<file path="src/rtl/uart_tx_arbiter.sv">
// uart_tx_arbiter
// Round-robin arbiter/sequencer sharing one uart_byte_tx between N_REQ
// byte producers: grant, latch byte, hold Sent_en until Tx_done, then
// insert GAP_CYCLES idle clocks before the next grant.
// Optional SEND watchdog built when UART_TX_ARB_TIMEOUT_EN is defined.
module uart_tx_arbiter #(
    parameter int N_REQ          = 4,
    parameter int GAP_CYCLES     = 16,
    parameter int TIMEOUT_CYCLES = 200000
) (
    input  logic                 Clk,
    input  logic                 Reset,
    input  logic [N_REQ-1:0]     Req,
    input  logic [8*N_REQ-1:0]   Req_data,
    output logic [N_REQ-1:0]     Grant,
    output logic [N_REQ-1:0]     Done,
    output logic [N_REQ-1:0]     Err,
    output logic                 Busy,
    output logic                 Sent_en,
    output logic [7:0]           Data_byte,
    input  logic                 Tx_done
);

    localparam int PTR_W = $clog2(N_REQ);
    localparam int GAP_W = (GAP_CYCLES > 0) ? $clog2(GAP_CYCLES + 1) : 1;

    localparam logic [1:0] S_IDLE = 2'd0;
    localparam logic [1:0] S_SEND = 2'd1;
    localparam logic [1:0] S_GAP  = 2'd2;

    // With no gap configured, a finished byte returns straight to IDLE.
    localparam logic [1:0]       S_AFTER  = (GAP_CYCLES == 0) ? S_IDLE : S_GAP;
    localparam logic [GAP_W-1:0] GAP_LOAD = GAP_W'(GAP_CYCLES);

    logic [1:0]       state;
    logic [PTR_W-1:0] ptr;        // last served requester
    logic [PTR_W-1:0] cur;        // requester whose byte is in flight
    logic [GAP_W-1:0] gap_cnt;
    logic             win_found;
    logic [PTR_W-1:0] win_idx;
    logic [N_REQ-1:0] win_onehot;
    logic [N_REQ-1:0] cur_onehot;

    // Index of the k-th requester after base, wrapping modulo N_REQ.
    function automatic logic [PTR_W-1:0] rr_index(input logic [PTR_W-1:0] base,
                                                   input int step);
        int s;
        s = (int'(base) + step) % N_REQ;
        return PTR_W'(s);
    endfunction

    // Round-robin search: first active Req starting at ptr+1.
    always_comb begin
        // NOTE: every combinational output gets a default first so no path
        // leaves it unassigned, which would otherwise infer a latch.
        win_found = 1'b0;
        win_idx   = '0;
        for (int k = 1; k <= N_REQ; k++) begin
            if (!win_found && Req[rr_index(ptr, k)]) begin
                win_found = 1'b1;
                win_idx   = rr_index(ptr, k);
            end
        end
    end

    assign win_onehot = N_REQ'(1) << win_idx;
    assign cur_onehot = N_REQ'(1) << cur;
    assign Busy       = (state != S_IDLE);

`ifdef UART_TX_ARB_TIMEOUT_EN
    localparam int WD_W = $clog2(TIMEOUT_CYCLES + 1);
    localparam logic [WD_W-1:0] WD_LAST = WD_W'(TIMEOUT_CYCLES - 1);
    localparam logic [WD_W-1:0] WD_MAX  = '1;
    logic [WD_W-1:0] wd_cnt;
`else
    // No watchdog: SEND waits for Tx_done indefinitely.
    assign Err = '0;
`endif

    // Main sequencer: IDLE -> SEND -> GAP -> IDLE, pulses cleared each cycle.
    always_ff @(posedge Clk) begin
        // NOTE: state registers use non-blocking assignments so every
        // register samples pre-edge values regardless of statement order.
        if (Reset) begin
            state     <= S_IDLE;
            ptr       <= PTR_W'(N_REQ - 1);
            cur       <= '0;
            gap_cnt   <= '0;
            Grant     <= '0;
            Done      <= '0;
            Sent_en   <= 1'b0;
            Data_byte <= 8'h00;
`ifdef UART_TX_ARB_TIMEOUT_EN
            Err       <= '0;
            wd_cnt    <= '0;
`endif
        end else begin
            Grant <= '0;
            Done  <= '0;
`ifdef UART_TX_ARB_TIMEOUT_EN
            Err   <= '0;
`endif
            case (state)
                S_IDLE: begin
                    if (win_found) begin
                        Data_byte <= Req_data[{win_idx, 3'b000} +: 8];
                        Sent_en   <= 1'b1;
                        Grant     <= win_onehot;
                        cur       <= win_idx;
                        state     <= S_SEND;
`ifdef UART_TX_ARB_TIMEOUT_EN
                        wd_cnt    <= '0;
`endif
                    end
                end
                S_SEND: begin
                    if (Tx_done) begin
                        Sent_en <= 1'b0;
                        Done    <= cur_onehot;
                        ptr     <= cur;
                        gap_cnt <= GAP_LOAD;
                        state   <= S_AFTER;
                    end
`ifdef UART_TX_ARB_TIMEOUT_EN
                    else if (wd_cnt == WD_LAST) begin
                        // Transmitter never answered: abort this byte.
                        Sent_en <= 1'b0;
                        Err     <= cur_onehot;
                        ptr     <= cur;
                        gap_cnt <= GAP_LOAD;
                        state   <= S_AFTER;
                    end else if (wd_cnt != WD_MAX) begin
                        wd_cnt <= wd_cnt + 1'b1;
                    end
`endif
                end
                S_GAP: begin
                    // Last gap clock when the counter is at 1 (or already 0).
                    if (gap_cnt <= GAP_W'(1)) begin
                        gap_cnt <= '0;
                        state   <= S_IDLE;
                    end else begin
                        gap_cnt <= gap_cnt - 1'b1;
                    end
                end
                default: state <= S_IDLE;
            endcase
        end
    end

endmodule
</file>
<file path="config.mk">
export PLATFORM = sky130hd
export DESIGN_NAME = uart_tx_arbiter
export DESIGN_NICKNAME = d
export VERILOG_FILES = /design/src/rtl/uart_tx_arbiter.sv
export SDC_FILE = /design/constraint.sdc
export NUM_CORES = 1
export LEC_CHECK = 0
export ABC_AREA = 1
export ABC_CLOCK_PERIOD_IN_PS = 2600
export CORE_ASPECT_RATIO = 0.5
export CORE_MARGIN = 2
export CORE_UTILIZATION = 41
export CTS_CLUSTER_SIZE = 16
export DETAILED_ROUTE_END_ITERATION = 10
export GPL_ROUTABILITY_DRIVEN = 0
export PLACE_DENSITY_LB_ADDON = 0.25
export SETUP_SLACK_MARGIN = 0.05
export SLEW_MARGIN = 20
export SYNTH_ARGS = -nofsm -noshare
export SYNTH_HDL_FRONTEND = slang
export SYNTH_SLANG_ARGS = --single-unit
</file>
<file path="constraint.sdc">
create_clock -name Clk -period 2.6 [get_ports Clk]
set_input_delay 0.26 -clock Clk [delete_from_list [all_inputs] [get_ports Clk]]
set_output_delay 0.26 -clock Clk [all_outputs]
set_load 0.01 [all_outputs]
</file>
==> flow_summary.json, run 1 <==
{
  "status": "complete, no violations",
  "async_reset_ff_share_pct": 0,
  "vias_per_cell": 4.79,
  "initial_core_util_pct": 42.3,
  "drv_cap": 0,
  "p_leak_nw": 1.26,
  "synth_sequential_area_ratio_pct": 30.4,
  "worstHoldPathType": "reg -> reg",
  "timing.rr.end": "Data_byte[2]",
  "dp.cells": 397,
  "routedWlPerCell_um": 11.2,
  "antenna_found_initial": 0,
  "portBuffers": 56,
  "die_y_um": 51.4,
  "fin_cells": 401,
  "max_freq_mhz": 449,
  "drt_first_pass_iters": 5,
  "diodes": 0,
  "cts_tree": "done",
  "grtUsageTotal_pct": 18.9,
  "synth_ff_type": "dfxtp_1",
  "dp_hpwl_mm": 3.68,
  "via_count": 1922,
  "cts_buffer_depth": 2,
  "setup_violations": 0,
  "fin_nets": 386,
  "wl_mm": 4.49,
  "root_buffer": "clkbuf_8",
  "tns_ns": 0,
  "hold_depth": 2,
  "cp.arrival_ns": 2.41,
  "synth_edf_count": 0,
  "min_from": "Sent_en",
  "post-place-ws_ns": 0.323,
  "slew_violations": 0,
  "yosysUniqueCellTypes": 29,
  "post_cts_resized": 0,
  "r2r_start": "ptr[0]",
  "core_area_um2": 4360,
  "final_util_pct": 56.3,
  "setup_slack_ns": 0.372,
  "grt_pass1_vias": 1755,
  "cts_setup_buffers": 0,
  "finalCriticalPeriod_ns": 2.23,
  "clkSinkCount": 28,
  "critical_path_class": "reg -> reg",
  "drc": 0,
  "skew_ns": 0.00493,
  "syn_inst": 290,
  "drive_gt1_share_pct": 9.88,
  "pin_count": 61,
  "drtAntennaViolNets": 0,
  "end_kind": "flop",
  "post-route-period-util_pct": 85.7,
  "drt_iter0_markers": 102,
  "critPathMaxFanout": 19,
  "avgSynthCellArea_um2": 6.36,
  "cp-start-kind": "flop",
  "hold_end": "Sent_en",
  "clk_latency_ns": 0.28,
  "syn_to_final_growth_pct": 33.0,
  "ir_worst_vdd_mv": 0.312,
  "die_area_um2": 5080,
  "yosysWarnings": 0,
  "grt_overflow": 0,
  "holdWs_ns": 0.470,
  "clk_pin_slew_ns": 0.09,
  "rsz0062_at_grt": "false",
  "rows": 17,
  "p_per_area_nw_per_um2": 673,
  "worst_ep_required_time_ns": 2.78,
  "holdBufCountCts": 0,
  "r2r_cells": 13,
  "cts_buffers": 3,
  "grt_max_degree": 20,
  "report.final.hold_viol_count": 0,
  "die_x_um": 98.9,
  "netlist_area_um2": 1840,
  "grt_pass1_wl_mm": 7.69,
  "ys_seq_elements": 28,
  "htree_levels": 1,
  "reg2reg_slack_ns": 0.37
}
[power by group]
group          total, mW  switching [mW]  internal (mW)
Sequential         0.560          0.0519          0.508
Clock              0.262           0.126          0.136
Combinational      0.831           0.491          0.340
[layout by cell type, fill, tap and decap left out]
cell / n
nand3_4: 2
nor2_4: 1
nand4_1: 16
a311oi_1: 1
nand2_1: 57
a31oi_1: 1
inv_1: 59
or2_2: 1
nand3_2: 1
ha_1: 2
nand2_4: 1
clkdlybuf4s50_1: 56
nand3_1: 33
conb_1: 4
o21ai_0: 6
nor2_1: 31
a21oi_1: 6
inv_2: 6
clkbuf_8: 4
buf_4: 3
o211ai_1: 1
nor3_1: 6
nand2_2: 15
dfxtp_1: 28
xnor2_1: 2
nor4_1: 1
[flip-flops by register name, summed over array words and instances, names as in the netlist]
| register | cells |
|---|---|
| Data_byte | 8 |
| gap_cnt | 5 |
| Done | 4 |
| Grant | 4 |
| cur | 2 |
| ptr | 2 |
| state | 2 |
| Sent_en | 1 |
[layer usage]
layer  global-route usage [%]  routed length, um  vias up
met5                        0                  0        -
met4                     3.42                 38        0
met3                     3.69                308        5
met2                     32.4               2110       48
met1                     25.2               2040      869
li1                         -                  -     1000
[final cells by class]
| cell class | instances | area, um2 |
|---|---|---|
| multi-input cells | 188 | 940 |
| repair buffers | 59 | 583 |
| fillers | 432 | 1910 |
| well taps | 57 | 71.3 |
| flip-flops and latches | 28 | 561 |
| clock buffers | 4 | 55.1 |
| inverters | 65 | 244 |
[logic make-up (layout without fill, tap and decap cells)]
logic type               after synthesis  count (layout)  share of synthesized area [%]
AND/OR/NAND/NOR                      165             165                           43.4
buffers and inverters                 77             128                           19.3
flip-flops                            28              28                           30.4
AO/OA/AOI/OAI                         15              15                           4.48
adder cells (fa/ha/maj)                2               2                           1.36
XOR/XNOR                               2               2                          0.950
other                                  1               4                          0.203
[synthesized netlist by cell type (2+ instances only)]
cell type | instances | area, um2
nand3_1 | 33 | 165
nor2_1 | 31 | 116
nand2_1 | 57 | 214
o21ai_0 | 6 | 30.0
dfxtp_1 | 28 | 561
inv_1 | 59 | 221
nand4_1 | 16 | 100
nand2_2 | 15 | 93.8
xnor2_1 | 2 | 17.5
inv_2 | 6 | 22.5
buf_4 | 4 | 30.0
nand3_4 | 2 | 35.0
a21oi_1 | 6 | 30.0
nor3_1 | 6 | 30.0
ha_1 | 2 | 25.0
buf_6 | 4 | 45.0
[per-stage QoR]
step | area (um2) | power, mW
floorplan | 1860 | 1.14
global placement | 2400 | 1.37
detailed placement | 2400 | 1.39
CTS | 2450 | 1.66
global route | 2450 | 1.79
finish | 2450 | 1.65
[critical path, stage by stage, from the launching register on]
cell     delay [ns]
dfxtp_1        0.48
inv_2          0.14
nand2_1        0.10
nand2_2        0.07
nand2_1        0.09
nand2_2        0.08
nand2_2        0.07
nand3_2        0.28
nand3_4        0.36
nand2_1        0.09
nand3_1        0.13
nand3_1        0.11
nand2_1        0.08
inv_1          0.03
[how the worst max path moves through the flow]
stage | startpoint | to | slack (ns) | cells past startpoint
5_1_grt | ptr[0] | Data_byte[1] | 0.12 | 13
6_report | ptr[0] | Data_byte[2] | 0.37 | 13
3_5_place_dp | Req[3] | Data_byte[5] | 0.32 | 13
4_1_cts | ptr[0] | Data_byte[2] | 0.42 | 13
2_1_floorplan | ptr[1] | Data_byte[5] | 0.98 | 14
3_3_place_gp | Req[0] | Data_byte[2] | 0.39 | 13
(Power assumes the default switching activity.)
==> run 2: changes to the inputs <==
--- a/config.mk
+++ b/config.mk
@@ -19,3 +19,4 @@
 export SYNTH_ARGS = -nofsm -noshare
 export SYNTH_HDL_FRONTEND = slang
 export SYNTH_SLANG_ARGS = --single-unit
+export TNS_END_PERCENT = 1
==> results of run 2 <==
Final layout, timing and power as in run 1 (identical DEF).
==> run 3: changes to the inputs <==
--- a/config.mk
+++ b/config.mk
@@ -6,7 +6,6 @@
 export NUM_CORES = 1
 export LEC_CHECK = 0
 export ABC_AREA = 1
-export ABC_CLOCK_PERIOD_IN_PS = 2600
 export CORE_ASPECT_RATIO = 0.5
 export CORE_MARGIN = 2
 export CORE_UTILIZATION = 41
==> results of run 3 <==
Final layout, timing and power as in run 1 (identical DEF).
